### config.mk
export PLATFORM = sky130hd
export DESIGN_NAME = op_dispatch
export DESIGN_NICKNAME = d
export VERILOG_FILES = /design/src/rtl/op_dispatch.sv
export SDC_FILE = /design/constraint.sdc
export NUM_CORES = 1
export LEC_CHECK = 0
export CAP_MARGIN = 20
export CORE_MARGIN = 2
export CORE_UTILIZATION = 24
export CTS_BUF_LIST = sky130_fd_sc_hd__clkbuf_2
export CTS_CLUSTER_SIZE = 16
export DETAILED_ROUTE_END_ITERATION = 8
export GPL_TIMING_DRIVEN = 0
export SETUP_SLACK_MARGIN = 0.1
export SYNTH_ARGS = -nofsm -noshare
export SYNTH_HDL_FRONTEND = slang
export SYNTH_SLANG_ARGS = --single-unit
export TNS_END_PERCENT = 30
### constraint.sdc
create_clock -name clk_in -period 3.15 [get_ports clk_in]
set_clock_uncertainty 0.05 [all_clocks]
set_input_delay 0.63 -clock clk_in [delete_from_list [all_inputs] [get_ports clk_in]]
set_output_delay 0.63 -clock clk_in [all_outputs]
set_load 0.01 [all_outputs]
### src/rtl/op_dispatch.sv
// op_dispatch: consumer end of the fetch op-queue. Renames source operands
// against a register scoreboard (with same-cycle CDB bypass), allocates a ROB
// tag, and issues a registered dispatch packet to the RS or the LSB. Also
// tracks one outstanding JALR and pulses rst_block_out when it resolves.
//
// Handshake: the fetch side presents a bundle whenever op_in != NOP_OP; the
// bundle is consumed in any cycle where stall_out is low, rdy_in is high and
// flush_in is low. The dispatch packet is a one-cycle valid pulse
// (rs_valid_out / lsb_valid_out) with no back-pressure; downstream fullness is
// reflected through rob_full_in / rs_full_in / lsb_full_in before accept.
module op_dispatch #(
  parameter int         TAG_W   = 4,
  parameter logic [4:0] JALR_OP = 5'd19,
  parameter logic [4:0] NOP_OP  = 5'd0
) (
  input  logic             clk_in,
  input  logic             rst_in,
  input  logic             rdy_in,
  input  logic [4:0]       op_in,
  input  logic [4:0]       rd_in,
  input  logic [4:0]       rs1_in,
  input  logic [4:0]       rs2_in,
  input  logic [31:0]      imm_in,
  input  logic             branch_in,
  input  logic             ls_in,
  input  logic             use_imm_in,
  output logic             stall_out,
  output logic [4:0]       rf_rs1_addr_out,
  output logic [4:0]       rf_rs2_addr_out,
  input  logic [31:0]      rf_rs1_data_in,
  input  logic [31:0]      rf_rs2_data_in,
  input  logic             rob_full_in,
  input  logic             rs_full_in,
  input  logic             lsb_full_in,
  input  logic             cdb_valid_in,
  input  logic [TAG_W-1:0] cdb_tag_in,
  input  logic [31:0]      cdb_data_in,
  input  logic             flush_in,
  output logic             rs_valid_out,
  output logic             lsb_valid_out,
  output logic [4:0]       d_op_out,
  output logic [4:0]       d_rd_out,
  output logic [TAG_W-1:0] d_tag_out,
  output logic [31:0]      d_vj_out,
  output logic [TAG_W-1:0] d_qj_out,
  output logic             d_rj_out,
  output logic [31:0]      d_vk_out,
  output logic [TAG_W-1:0] d_qk_out,
  output logic             d_rk_out,
  output logic [31:0]      d_imm_out,
  output logic             d_branch_out,
  output logic             rst_block_out,
  output logic [31:0]      jalr_target_out,
  output logic             jalr_state_out
);

  typedef enum logic {S_IDLE = 1'b0, S_WAIT = 1'b1} state_t;

  typedef struct packed {
    logic [31:0]      v;
    logic [TAG_W-1:0] q;
    logic             r;
  } opnd_t;

  // Scoreboard
  logic [31:0]      busy_q, busy_d;
  logic [TAG_W-1:0] tag_q [32];
  logic [TAG_W-1:0] tag_d [32];
  logic [TAG_W-1:0] next_tag_q, next_tag_d;

  // JALR tracker
  state_t           state_q, state_d;
  logic [TAG_W-1:0] jalr_tag_q, jalr_tag_d;
  logic             rst_block_q, rst_block_d;
  logic [31:0]      jalr_target_q, jalr_target_d;

  // Dispatch packet
  logic             rs_valid_q, rs_valid_d;
  logic             lsb_valid_q, lsb_valid_d;
  logic [4:0]       op_q, op_d;
  logic [4:0]       rd_q, rd_d;
  logic [TAG_W-1:0] dtag_q, dtag_d;
  logic [31:0]      vj_q, vj_d, vk_q, vk_d, imm_q, imm_d;
  logic [TAG_W-1:0] qj_q, qj_d, qk_q, qk_d;
  logic             rj_q, rj_d, rk_q, rk_d;
  logic             branch_q, branch_d;

  logic  present, target_full, accept;
  opnd_t opnd1, opnd2;

  // Ready-operands report q = 0; a busy register with a matching CDB
  // broadcast this cycle is forwarded directly.
  function automatic opnd_t resolve(input logic [4:0] rs, input logic [31:0] rf_data);
    opnd_t o;
    o.v = rf_data;
    o.q = '0;
    o.r = 1'b1;
    if (rs == 5'd0) begin
      o.v = 32'd0;
    end else if (busy_q[rs]) begin
      if (cdb_valid_in && (tag_q[rs] == cdb_tag_in)) begin
        o.v = cdb_data_in;
      end else begin
        o.v = 32'd0;
        o.q = tag_q[rs];
        o.r = 1'b0;
      end
    end
    return o;
  endfunction

  assign rf_rs1_addr_out = rs1_in;
  assign rf_rs2_addr_out = rs2_in;

  // Accept/stall decision for the bundle currently presented by fetch.
  always_comb begin
    present     = (op_in != NOP_OP);
    target_full = ls_in ? lsb_full_in : rs_full_in;
    stall_out   = !rdy_in | (present & (rob_full_in | target_full));
    accept      = present & !stall_out & !flush_in & rdy_in;
  end

  // Source renaming, using the scoreboard before this cycle's rd update.
  always_comb begin
    opnd1 = resolve(rs1_in, rf_rs1_data_in);
    opnd2 = resolve(rs2_in, rf_rs2_data_in);
    if (use_imm_in) begin
      opnd2.v = imm_in;
      opnd2.q = '0;
      opnd2.r = 1'b1;
    end
  end

  // Scoreboard next state: flush wipes, CDB clears, dispatch write wins.
  always_comb begin
    busy_d     = busy_q;
    tag_d      = tag_q;
    next_tag_d = next_tag_q;
    if (flush_in) begin
      busy_d     = '0;
      next_tag_d = '0;
    end else begin
      for (int r = 0; r < 32; r++) begin
        if (cdb_valid_in && busy_q[r] && (tag_q[r] == cdb_tag_in)) begin
          busy_d[r] = 1'b0;
        end
      end
      if (accept) begin
        next_tag_d = next_tag_q + TAG_W'(1);
        if (rd_in != 5'd0) begin
          busy_d[rd_in] = 1'b1;
          tag_d[rd_in]  = next_tag_q;
        end
      end
    end
  end

  // JALR tracker next state and rst_block pulse generation.
  always_comb begin
    state_d       = state_q;
    jalr_tag_d    = jalr_tag_q;
    rst_block_d   = 1'b0;
    jalr_target_d = jalr_target_q;
    if (flush_in) begin
      state_d = S_IDLE;
    end else begin
      case (state_q)
        S_IDLE: begin
          if (accept && (op_in == JALR_OP)) begin
            state_d    = S_WAIT;
            jalr_tag_d = next_tag_q;
          end
        end
        S_WAIT: begin
          if (cdb_valid_in && (cdb_tag_in == jalr_tag_q)) begin
            rst_block_d   = 1'b1;
            jalr_target_d = cdb_data_in;
            state_d       = S_IDLE;
          end
        end
        default: state_d = S_IDLE;
      endcase
    end
  end

  // Dispatch packet: valids pulse for one cycle, payload holds otherwise.
  always_comb begin
    rs_valid_d  = accept & !ls_in;
    lsb_valid_d = accept & ls_in;
    op_d        = op_q;
    rd_d        = rd_q;
    dtag_d      = dtag_q;
    vj_d        = vj_q;
    qj_d        = qj_q;
    rj_d        = rj_q;
    vk_d        = vk_q;
    qk_d        = qk_q;
    rk_d        = rk_q;
    imm_d       = imm_q;
    branch_d    = branch_q;
    if (accept) begin
      op_d     = op_in;
      rd_d     = rd_in;
      dtag_d   = next_tag_q;
      vj_d     = opnd1.v;
      qj_d     = opnd1.q;
      rj_d     = opnd1.r;
      vk_d     = opnd2.v;
      qk_d     = opnd2.q;
      rk_d     = opnd2.r;
      imm_d    = imm_in;
      branch_d = branch_in;
    end
  end

  // State registers; rdy_in low freezes everything.
  always_ff @(posedge clk_in) begin
    if (rst_in) begin
      busy_q        <= '0;
      for (int r = 0; r < 32; r++) tag_q[r] <= '0;
      next_tag_q    <= '0;
      state_q       <= S_IDLE;
      jalr_tag_q    <= '0;
      rst_block_q   <= 1'b0;
      jalr_target_q <= '0;
      rs_valid_q    <= 1'b0;
      lsb_valid_q   <= 1'b0;
      op_q          <= '0;
      rd_q          <= '0;
      dtag_q        <= '0;
      vj_q          <= '0;
      qj_q          <= '0;
      rj_q          <= 1'b0;
      vk_q          <= '0;
      qk_q          <= '0;
      rk_q          <= 1'b0;
      imm_q         <= '0;
      branch_q      <= 1'b0;
    end else if (rdy_in) begin
      busy_q        <= busy_d;
      for (int r = 0; r < 32; r++) tag_q[r] <= tag_d[r];
      next_tag_q    <= next_tag_d;
      state_q       <= state_d;
      jalr_tag_q    <= jalr_tag_d;
      rst_block_q   <= rst_block_d;
      jalr_target_q <= jalr_target_d;
      rs_valid_q    <= rs_valid_d;
      lsb_valid_q   <= lsb_valid_d;
      op_q          <= op_d;
      rd_q          <= rd_d;
      dtag_q        <= dtag_d;
      vj_q          <= vj_d;
      qj_q          <= qj_d;
      rj_q          <= rj_d;
      vk_q          <= vk_d;
      qk_q          <= qk_d;
      rk_q          <= rk_d;
      imm_q         <= imm_d;
      branch_q      <= branch_d;
    end
  end

  assign rs_valid_out    = rs_valid_q;
  assign lsb_valid_out   = lsb_valid_q;
  assign d_op_out        = op_q;
  assign d_rd_out        = rd_q;
  assign d_tag_out       = dtag_q;
  assign d_vj_out        = vj_q;
  assign d_qj_out        = qj_q;
  assign d_rj_out        = rj_q;
  assign d_vk_out        = vk_q;
  assign d_qk_out        = qk_q;
  assign d_rk_out        = rk_q;
  assign d_imm_out       = imm_q;
  assign d_branch_out    = branch_q;
  assign rst_block_out   = rst_block_q;
  assign jalr_target_out = jalr_target_q;
  assign jalr_state_out  = state_q;

endmodule

==> results_dict.tcl <==
set metrics [dict create \
    finalCritPeriodShare_pct 102 \
    grt_pass1_vias 17200 \
    holdCritPathClass "primary input to register" \
    ioPinCount 331 \
    yosys_most_used_dff "dfxtp_1" \
    cp.required_ps 4100 \
    reg2reg_from "tag_q[93]$_SDFFE_PP0P_" \
    vias 18000 \
    port_buffers 312 \
    first_iter_violations 2046 \
    multiInputGateArea_um2 9750 \
    clk_pin_slew_ps 100 \
    rsz0062_at_grt "true" \
    synthesis.nets 2102 \
    path_class "primary input to register" \
    grt_max_degree 14 \
    cp.arrival_ps 4160 \
    finalMaxSlewViolations 0 \
    viasPerCell 5.27 \
    hold_end "d_vk_out[1]$_SDFFE_PP0P_" \
    outcome "finished with violations" \
    critPathMaxFanout 10 \
    cts_max_path_buffers 3 \
    yosys-top-cells-area "dfxtp_1 38%, mux2i_1 7.5%, mux4_2 7.2%, a21oi_1 5.8%, nand2_1 5.1%" \
    rrSetupSlack_ps 110 \
    start_util_pct 24.2 \
    ant_nets 0 \
    slew_headroom_pct 18.3 \
    register_area_um2 6510 \
    hold_start "rf_rs2_data_in[1]" \
    synthCells 1938 \
    placed_cell_area_um2 21600 \
    place_ws_ps -1750 \
    power_mw 8.65 \
    yosysTopAreaCell "dfxtp_1" \
    antenna_found_initial 7 \
    max_cap_violations 0 \
    root_buffer "clkbuf_2" \
    setup.worst_path.end_class "register" \
    syn-cell-area_um2 17200 \
    clock_latency_ps 1150 \
    num_rows 98 \
    critPathLaunchType "primary input" \
    synth_top_area_share_pct 37.7 \
    power_density_nw_per_um2 378 \
    cts_sinks 325 \
    syn_avg_cell_area_um2 8.89 \
    area_growth_pct 32.7 \
    grt_pass1_wl_mm 120 \
    chipHeight_um 272 \
    cts_tree "built" \
    hpwl_mm 63.4 \
    ys_warn_count 0 \
    gp_congestion 1.01 \
    yosys_register_bits 325 \
    grt_overflow 0 \
    route.detailed.wl_per_inst_um 24.8 \
    synth_seq_area_share_pct 37.7 \
    synth_edf_count 0 \
    reg2regPathDepth 8 \
    finalWorstSetupSlack_ps -58.2 \
    power.leakage_nw 8.19 \
    die_w_um 272 \
    fin_crit_ps 3210 \
    drive_gt1_share_pct 12.7 \
    setup_tns_ps -181 \
    dr.pass1.iters 5 \
    layout.nets 2557 \
    die-area_um2 74000 \
    drc_errors 0 \
    cts_inserted_buffers 91 \
    fin_area_um2 22900 \
    setup_viol 6 \
    async_flop_share_pct 0 \
    cts-htree-levels 3 \
    ys_types 66 \
    holdPathStages 3 \
    core_area_um2 71200 \
    wl_mm 84.4 \
    grt_usage_pct 22.1 \
    ir_worst_vdd_mv 0.206 \
    fmax_mhz 312 \
    holdWs_ps 50.4 \
    fillCellCount 7520 \
    timing.rr.end "d_vk_out[27]$_SDFFE_PP0P_" \
    worst_pin_slew_ps 1230 \
    violations "setup timing" \
    hold_viol 0 \
]
## cell families (layout without fill, tap and decap cells)
family,count (synthesis),after routing,share of synthesized area [%]
other,0,4,0
DFF,325,325,37.7
and+or+nand+nor,592,592,15.2
AOI/OAI and AO/OA,474,474,18.2
adders and majority gates,1,1,0.0726
buffers and inverters,209,728,5.83
muxes,200,200,15.9
xor gates and xnor gates,137,137,7.00
## power breakdown
group,internal (mW),switching [mW],leakage [nW]
combinational,0.545,0.815,4.96
sequential,4.15,0.0244,2.62
clock,1.14,1.99,0.609
## timing repair
item,in CTS,in global routing
pin swaps,2,0
buffers inserted,6,0
resized for setup,13,12
hold endpoints to repair,40,0
hold buffers,40,0
setup endpoints to repair,189,115
## registers in the layout, summed over array words and instances (netlist names), 4 cells and up
register,flops
tag_q,128
busy_q,32
d_imm_out,32
d_vj_out,32
d_vk_out,32
jalr_target_out,32
d_op_out,5
d_rd_out,5
d_qj_out,4
d_qk_out,4
d_tag_out,4
jalr_tag_q,4
next_tag_q,4
## final cells by class
class                      count  share of cell area (%)
multi-input combinational   1404                    42.7
sequential                   325                    28.5
timing repair buffer         362                    15.8
tap                          950                    5.20
buffer                       203                    4.36
clock buffer                 134                    2.93
clock inverter                23                   0.443
inverter                       6                  0.0985
antenna                        4                  0.0438
## cell usage after synthesis (12+ instances only)
library cell and number:
xor2_1 57, buf_2 24, a32o_1 70, nor2b_1 14
a22oi_1 19, nand3_1 103, mux2i_1 130, nand4_1 12
nor3_1 29, mux4_2 55, xnor2_1 79, clkbuf_1 131
buf_4 24, dfxtp_1 325, o21ai_0 82, nand2_1 233
nor2_1 155, a31oi_1 22, a21oi_1 201
## critical path, cell delays in order
cell and delay, ps:
buf_2 300, buf_1 800, mux2_2 430, a221oi_1 470, nand3_1 180, nand2_1 190, xor2_1 240, nand4_4 280
buf_4 300, o41ai_2 320
## worst max path at each step
stage / start / to / slack [ps] / cells after the start
after floorplan: rs1_in[2] / d_vj_out[10]$_SDFFE_PP0P_ / 120 / 10
after global placement: op_in[3] / next_tag_q[0]$_SDFFE_PP0P_ / -1740 / 9
after detailed placement: op_in[3] / next_tag_q[0]$_SDFFE_PP0P_ / -1750 / 9
after CTS: rs1_in[1] / d_vj_out[29]$_SDFFE_PP0P_ / 160 / 11
after global routing: rdy_in / d_rj_out$_SDFFE_PP0P_ / 10 / 9
final: rs2_in[1] / d_vk_out[27]$_SDFFE_PP0P_ / -60 / 10
## layout by cell type (no fill, tap or decap), types with 5 or more instances in the layout
master	count
a211o_1	6
nand3_1	102
nand2b_1	7
a22oi_1	18
o21ai_1	5
a31oi_1	21
nor2b_1	13
o311ai_0	11
nor4_1	8
a32o_1	70
dfxtp_1	325
buf_6	11
o41ai_2	6
nor3b_1	8
nor3_1	29
buf_1	11
clkbuf_1	122
nand4_1	12
clkinv_1	15
mux2_2	11
o221ai_1	7
clkbuf_2	142
a21oi_1	201
o41ai_1	7
and2_1	5
buf_2	24
mux4_2	55
buf_4	30
inv_1	6
xor2_1	57
nand3b_1	5
xnor2_1	79
dlygate4sd3_1	40
nand2_1	233
nor2_1	153
o21ai_0	82
clkdlybuf4s50_1	309
mux2i_1	130
a22o_1	9
## metal layers
| metal | up-vias | wire length (µm) | GRT usage [%] |
|---|---|---|---|
| li1 | 7954 | - | - |
| met1 | 8830 | 35300 | 29.3 |
| met2 | 990 | 37800 | 34.3 |
| met3 | 201 | 8070 | 5.44 |
| met4 | 6 | 3210 | 8.96 |
| met5 | - | 42 | 0 |
## per-stage QoR
| step | instances | utilization, % |
|---|---|---|
| global placement | 3200 | 30.2 |
| finish | 3411 | 32.1 |
| CTS | 3405 | 32.0 |
| floorplan | 1938 | - |
| global route | 3410 | 32.1 |
| detailed placement | 3202 | 30.3 |
Note: power is estimated with default switching activity, not from simulation.
